==> src/rtl/spi_slave_core.sv <==
// spi_slave_core: oversampled SPI responder with byte-wide TX/RX valid/ready streams and sticky error flags
module spi_slave_core #(
  parameter int DATA_WIDTH = 8,
  parameter int SYNC_STAGES = 2,
  parameter logic [DATA_WIDTH-1:0] IDLE_BYTE = 8'hFF
) (
  input  logic                  clk,
  input  logic                  reset,
  input  logic                  cpol,
  input  logic                  cpha,
  input  logic                  spi_clk,
  input  logic                  spi_mosi,
  input  logic                  spi_ss_n,
  output logic                  spi_miso,
  output logic                  spi_miso_oe,
  input  logic [DATA_WIDTH-1:0] tx_data,
  input  logic                  tx_valid,
  output logic                  tx_ready,
  output logic [DATA_WIDTH-1:0] rx_data,
  output logic                  rx_valid,
  input  logic                  rx_ready,
  output logic                  busy,
  output logic                  rx_overrun,
  output logic                  tx_underrun,
  input  logic                  clr_flags
);
  localparam int CW = (DATA_WIDTH > 1) ? $clog2(DATA_WIDTH) : 1;
  typedef enum logic {IDLE, ACTIVE} state_t;
  state_t state_q, state_d;
  logic [SYNC_STAGES-1:0] sclk_q, sclk_d, ss_q, ss_d, mosi_q, mosi_d;
  logic sclk_prev_q, sclk_prev_d, cpol_q, cpol_d, cpha_q, cpha_d;
  logic [CW-1:0] bit_cnt_q, bit_cnt_d;
  logic [DATA_WIDTH-1:0] tx_sh_q, tx_sh_d, rx_sh_q, rx_sh_d, hold_q, hold_d, rx_data_q, rx_data_d;
  logic hold_full_q, hold_full_d, rx_valid_q, rx_valid_d, rx_overrun_q, rx_overrun_d, tx_underrun_q, tx_underrun_d;
  logic sclk_s, ss_s, mosi_s, lead, trail, sample, shift, wrap, write, accept, load, complete;
  assign sclk_s = sclk_q[SYNC_STAGES-1];
  assign ss_s = ss_q[SYNC_STAGES-1];
  assign mosi_s = mosi_q[SYNC_STAGES-1];
  assign lead = state_q == ACTIVE && sclk_s != sclk_prev_q && sclk_s != cpol_q;
  assign trail = state_q == ACTIVE && sclk_s != sclk_prev_q && sclk_s == cpol_q;
  assign sample = cpha_q ? trail : lead;
  assign shift = cpha_q ? lead : trail;
  assign wrap = bit_cnt_q == CW'(DATA_WIDTH - 1);
  assign tx_ready = !hold_full_q;
  assign write = tx_valid && tx_ready;
  assign accept = !rx_valid_q || rx_ready;
  assign spi_miso = tx_sh_q[DATA_WIDTH-1];
  assign spi_miso_oe = !ss_s;
  assign rx_data = rx_data_q;
  assign rx_valid = rx_valid_q;
  assign busy = state_q == ACTIVE;
  assign rx_overrun = rx_overrun_q;
  assign tx_underrun = tx_underrun_q;
  always_comb begin
    sclk_d = {sclk_q[SYNC_STAGES-2:0], spi_clk};
    ss_d = {ss_q[SYNC_STAGES-2:0], spi_ss_n};
    mosi_d = {mosi_q[SYNC_STAGES-2:0], spi_mosi};
    sclk_prev_d = sclk_s;
    state_d = state_q;
    cpol_d = cpol_q;
    cpha_d = cpha_q;
    bit_cnt_d = bit_cnt_q;
    tx_sh_d = tx_sh_q;
    rx_sh_d = rx_sh_q;
    load = 1'b0;
    complete = 1'b0;
    if (state_q == IDLE) begin
      if (!ss_s) begin
        state_d = ACTIVE;
        cpol_d = cpol;
        cpha_d = cpha;
        bit_cnt_d = '0;
        load = !cpha;
      end
    end else if (ss_s) begin
      state_d = IDLE;
      bit_cnt_d = '0;
    end else begin
      if (sample) begin
        rx_sh_d = {rx_sh_q[DATA_WIDTH-2:0], mosi_s};
        bit_cnt_d = wrap ? '0 : bit_cnt_q + 1'b1;
        complete = wrap;
      end
      if (shift) begin
        load = bit_cnt_q == '0;
        tx_sh_d = tx_sh_q << 1;
      end
    end
    if (load) tx_sh_d = hold_full_q ? hold_q : IDLE_BYTE;
    hold_full_d = write || (hold_full_q && !load);
    hold_d = write ? tx_data : hold_q;
    rx_data_d = complete && accept ? rx_sh_d : rx_data_q;
    rx_valid_d = (complete && accept) || (rx_valid_q && !rx_ready);
    rx_overrun_d = (complete && !accept) || (rx_overrun_q && !clr_flags);
    tx_underrun_d = (load && !hold_full_q) || (tx_underrun_q && !clr_flags);
  end
  always_ff @(posedge clk) begin
    if (reset) begin
      sclk_q <= '0;
      ss_q <= '1;
      mosi_q <= '0;
      sclk_prev_q <= 1'b0;
      state_q <= IDLE;
      cpol_q <= 1'b0;
      cpha_q <= 1'b0;
      bit_cnt_q <= '0;
      tx_sh_q <= '1;
      rx_sh_q <= '0;
      hold_q <= '0;
      hold_full_q <= 1'b0;
      rx_data_q <= '0;
      rx_valid_q <= 1'b0;
      rx_overrun_q <= 1'b0;
      tx_underrun_q <= 1'b0;
    end else begin
      sclk_q <= sclk_d;
      ss_q <= ss_d;
      mosi_q <= mosi_d;
      sclk_prev_q <= sclk_prev_d;
      state_q <= state_d;
      cpol_q <= cpol_d;
      cpha_q <= cpha_d;
      bit_cnt_q <= bit_cnt_d;
      tx_sh_q <= tx_sh_d;
      rx_sh_q <= rx_sh_d;
      hold_q <= hold_d;
      hold_full_q <= hold_full_d;
      rx_data_q <= rx_data_d;
      rx_valid_q <= rx_valid_d;
      rx_overrun_q <= rx_overrun_d;
      tx_underrun_q <= tx_underrun_d;
    end
  end
endmodule

==> config.mk <==
export PLATFORM = sky130hd
export DESIGN_NAME = spi_slave_core
export DESIGN_NICKNAME = d
export VERILOG_FILES = /design/src/rtl/spi_slave_core.sv
export SDC_FILE = /design/constraint.sdc
export NUM_CORES = 1
export LEC_CHECK = 0
export BUFFER_PORTS_ARGS = -buffer_cell sky130_fd_sc_hd__buf_4
export CORE_ASPECT_RATIO = 2
export CORE_MARGIN = 1
export CORE_UTILIZATION = 28
export DETAILED_ROUTE_END_ITERATION = 8
export PLACE_DENSITY = 0.52
export SLEW_MARGIN = 20
export SYNTH_ARGS = -nofsm -noshare
export SYNTH_HDL_FRONTEND = slang
export SYNTH_SLANG_ARGS = --single-unit
==> constraint.sdc <==
create_clock -name clk -period 3.55 [get_ports clk]
set_input_delay 0.5325 -clock clk [delete_from_list [all_inputs] [get_ports clk]]
set_output_delay 0.5325 -clock clk [all_outputs]
set_load 0.005 [all_outputs]
### Word-level counts from Yosys, hierarchy flattened

Cells that the tools add are included.

| word-level totals | value |
|---|---|
| bits in registers | 49 |
| output and inout bits | 15 |
| logic and storage cells | 79 |

| operators by class | value |
|---|---|
| add/sub/neg operators | 1 |
| equality and inequality tests | 7 |
| multiplexer cells | 23 |
| bitwise logic cells | 2 |
| reductions and logical operators | 30 |

Operators with widths:

| operator | count |
|---|---|
| 2-to-1 mux 8 bit | 8 |
| 2-to-1 mux 3 bit | 5 |
| logical AND 1 bit | 11 |
| 2-to-1 mux 1 bit | 10 |
| logical NOT 1 bit | 8 |
| logical OR 1 bit | 5 |
| AND reduction 2 bit | 2 |
| nonzero test 2 bit | 2 |
| adder 3 x 1 -> 3 bit (second input constant) | 1 |
| equality test 3 bit (second input constant) | 1 |
| logical NOT 3 bit | 1 |
| != test 3 x 1 -> 1 bit (second input constant) | 1 |
| AND reduction 3 bit | 1 |
| != test 1 bit | 2 |
| != test 2 x 1 -> 1 bit (second input constant) | 1 |
| != test 2 bit (second input constant) | 1 |
| NOT 1 bit | 2 |
| equality test 1 bit | 1 |

### Depth between registers and ports, before layout

| depth | value |
|---|---|
| depth in word-level cells | 10 |
| mapped depth | 6 |
| depth with buffers taken out | 6 |

### Worst setup path after synthesis

No wires, ideal clock.

| path | value |
|---|---|
| path type | input-to-reg |
| start | input port cpha |
| end | register tx_sh_q[0] |
| setup time | 122 ps |
| arrival time | 1,598 ps |
| required time | 3,428 ps |
| path slack | 1,830 ps |
| stages on the path | 5 |
| buffers on the path | 2 |
| cell sequence | or3_4 -> buf_6 -> and2_4 -> buf_6 -> a221o_1 |

| between the ends | value |
|---|---|
| cells in the longest elaborated chain, start to end | 5 |

Ends and longest elaborated chain:

| what | line | RTL |
|---|---|---|
| start, declared | 10 | `input logic cpha,` |
| logical NOT 1 bit (*) | 73 | `load = !cpha;` |
| 2-to-1 mux 1 bit (*) | 68 | `if (!ss_s) begin` |
| 2-to-1 mux 1 bit (*) | 67 | `if (state_q == IDLE) begin` |
| != test 2 x 1 -> 1 bit (no source line) or nonzero test 2 bit (tied branches) | -- |  |
| AND reduction 3 bit (no source line) | -- |  |
| end signal, assigned | 124 | `tx_sh_q <= tx_sh_d;` |
| end, declared | 33 | `logic [DATA_WIDTH-1:0] tx_sh_q, tx_sh_d, rx_sh_q, rx_sh_d, hold_q, hold_d, rx_data_q, rx_data_d;` |

Mark *: on every way between the ends. The rest lies on a longest branch, timed or not.
A chain may end at the register's enable or synchronous reset.

### Worst setup path in the final report

| path | value |
|---|---|
| start | register ss_q[1] |
| end | register bit_cnt_q[1] |

| between the ends | value |
|---|---|
| cells in the longest elaborated chain, start to end | 2 |

Ends and longest elaborated chain:

| what | line | RTL |
|---|---|---|
| start, declared | 30 | `logic [SYNC_STAGES-1:0] sclk_q, sclk_d, ss_q, ss_d, mosi_q, mosi_d;` |
| start signal, assigned | 117 | `ss_q <= ss_d;` |
| != test 3 x 1 -> 1 bit (no source line) (tied with other cells) | -- |  |
| AND reduction 2 bit (no source line) or 2-to-1 mux 3 bit (tied branches) | -- |  |
| end signal, assigned | 123 | `bit_cnt_q <= bit_cnt_d;` |
| end, declared | 32 | `logic [CW-1:0] bit_cnt_q, bit_cnt_d;` |

Parallel ways exist; a longest one is shown, timed or not.

==> flow_summary_export.csv <==
group,metric,value,unit
sta,finalCritPeriodShare,53.3,%
clock_network,htree_num_levels,2,
clock_network,post_cts_resized,0,
global_route,grt.met2_usage,22.9,%
power,finalPower,1.11,mW
logic_synthesis,syn-num-nets,233,
global_route,grt_pass1_wl,7180,µm
logic_synthesis,synth_top_area_share,47.3,%
logic_synthesis,yosysWarnings,0,
global_route,met3_usage,2.60,%
clock_network,cts_root_buffer,"clkbuf_16",
sta,hold_viol_final,0,
floorplanning,start_util,29.0,%
floorplanning,die_h,122,µm
flow_run,drv_cap,0,
sta,skew,5.03,ps
clock_network,cts.sinks,48,
finish,antenna_cells,0,
global_route,grt_pass1_vias,1571,
clock_network,postCtsSetupBuffers,0,
clock_network,ctsHoldBuffers,0,
sta,hold_ws,413,ps
sta,setup_violations,0,
placed_design,gp_congestion,0.755,
floorplanning,die_area,0.00761,mm²
worst_setup_path,critical_path.max_fanout,11,
placed_design,hpwl,2840,µm
worst_setup_path,worstPathRequired,3730,ps
sta,fin_setup_tns,0,ps
clock_network,clk_pin_slew,60,ps
worst_setup_path,worstSetupEndpointType,"flip-flop",
logic_synthesis,ys_types,40,
worst_hold_path,holdCritPathClass,"reg -> reg",
sta,finalMaxSlewViolations,0,
sta,worst_pin_slew,844,ps
global_route,grt_overflow,0,
drt,wire_per_inst,12.4,µm
logic_synthesis,ys_ff_latch,48,
power,ir_drop,0.302,mV
logic_synthesis,async_flop_share,0,%
logic_synthesis,syn_inst,212,
power,power.leakage,0.971,nW
sta,rsz0062_at_grt,"no",
logic_synthesis,synth-edff-count,0,
drt,avgViaCountPerCell,4.64,
floorplanning,rows,43,
floorplanning,ios,33,
logic_synthesis,netlist_top_cells_area,"dfxtp_1 (47%), mux2i_1 (7.9%), nand2b_1 (5.9%)",
clock_network,tritoncts,"done",
power,pwr_density_cell,454,mW/mm²
worst_setup_path,crit_type,"reg -> reg",
drt,drc,0,
status,status,"finished, final reports clean",
worst_setup_path,arrival,2070,ps
logic_synthesis,synthTopCellsByCount,"dfxtp_1 (48), nand2_1 (22), nand2b_1 (19)",
finish,drive_gt1_share,20.6,%
global_route,grt_max_degree,58,
sta,max_freq,0.529,GHz
drt,finalWirelength,4080,µm
finish,area_growth,20.3,%
worst_setup_path,crit_path_start_kind,"flip-flop",
clock_network,cts_buffers,5,
sta,max_slew_margin,42.6,%
finish,fin_nets,258,
drt,vias,1522,
floorplanning,die-width,62.2,µm
worst_setup_path,reg2reg_slack,1660,ps
logic_synthesis,synthFlopType,"dfxtp_1",
drt,drt_iter0_markers,38,
clock_network,cts_buffer_depth,2,
global_route,track_usage,12.0,%
floorplanning,core,0.00699,mm²
logic_synthesis,synthMostInstantiatedCell,"dfxtp_1",
sta,period_minus_slack,1890,ps
logic_synthesis,syn_area_per_cell,9.57,µm²
global_route,busiest_layer,"met2",
drt,ant_nets,0,
drt,dr.pass1.iters,4,
finish,finish.utilization,34.9,%
placed_design,numPortBuffers,32,
logic_synthesis,yosysTopAreaCell,"dfxtp_1",
logic_synthesis,ys_seq_area_share,47.3,%
global_route,use_met1,11.9,%
logic_synthesis,syn_area,0.00203,mm²
global_route,antenna_found_initial,0,
clock_network,clk_latency,290,ps
==> state kept, by name, indices dropped and copies added, names as in the netlist <==
register	flops
tx_underrun	1
hold_full_q	1
rx_valid	1
cpha_q	1
cpol_q	1
sclk_prev_q	1
rx_overrun	1
sclk_q	2
hold_q	8
bit_cnt_q	3
ss_q	2
rx_data	8
mosi_q	2
tx_sh_q	8
rx_sh_q	7
busy	1
==> layout make-up <==
class	instances	area (µm²)
clock inverters	1	7.51
well taps	90	113
repair buffers	33	248
clock buffers	7	143
multi-input cells	144	952
inverters	5	18.8
fillers	782	4550
flip-flops and latches	48	961
==> metrics by stage <==
stage	setup slack (ps)	std cells	cell area, µm²
2_1_floorplan	1830	212	2030
3_3_place_gp	1670	320	2290
3_5_place_dp	1640	320	2290
4_1_cts	1640	328	2440
5_1_grt	1530	328	2440
6_report	1660	328	2440
==> logic make-up (layout without fill, tap and decap cells) <==
kind of cell               after synthesis  after routing  synth area share [%]
DFF                                     48             48                  47.3
and+or+nand+nor                         78             78                  20.8
xor gates and xnor gates                 2              2                  1.23
muxes                                   17             17                  8.57
AOI/OAI and AO/OA                       44             44                  14.4
adders and majority gates                3              3                  1.85
buffers and inverters                   20             46                  5.73
==> metal layers <==
| layer | wire length, µm | vias to the layer above |
|---|---|---|
| met4 | 96 | 0 |
| met1 | 1650 | 718 |
| met5 | 0 | - |
| li1 | - | 775 |
| met3 | 116 | 6 |
| met2 | 2210 | 23 |
==> power by group <==
part / internal (mW) / leakage [nW] / switching [mW]
Combinational: 0.0341 / 0.510 / 0.0340
Sequential: 0.553 / 0.391 / 0.00965
Clock: 0.281 / 0.0701 / 0.198
Total: 0.868 / 0.971 / 0.242
==> worst max-delay path: stages, from the launching register on <==
cell and delay, ps:
dfxtp_1 460, and4bb_1 240, mux2i_2 670, nor2_1 120
a32o_1 280
==> worst paths after layout <==
kind / startpoint / cells past startpoint / to
worst max-delay path: ss_q[1]$_SDFF_PP1_ / 4 / bit_cnt_q[1]$_SDFFE_PP0P_
worst min-delay path: ss_q[0]$_SDFF_PP1_ / 1 / ss_q[1]$_SDFF_PP1_
worst max register to register: ss_q[1]$_SDFF_PP1_ / 4 / bit_cnt_q[1]$_SDFFE_PP0P_
worst min register to register: ss_q[0]$_SDFF_PP1_ / 1 / ss_q[1]$_SDFF_PP1_
==> layout by cell type (no fill, tap or decap), drive strengths merged, types with 4 or more instances in the layout <==
| cell type | instances |
|---|---|
| buf | 33 |
| a31oi | 7 |
| dfxtp | 48 |
| nand2 | 22 |
| a211oi | 8 |
| nor2 | 18 |
| clkbuf | 7 |
| nor2b | 6 |
| inv | 4 |
| a21oi | 12 |
| nand2b | 19 |
| mux2i | 17 |
| o31ai | 8 |
Power figures use the tool's default switching activity.
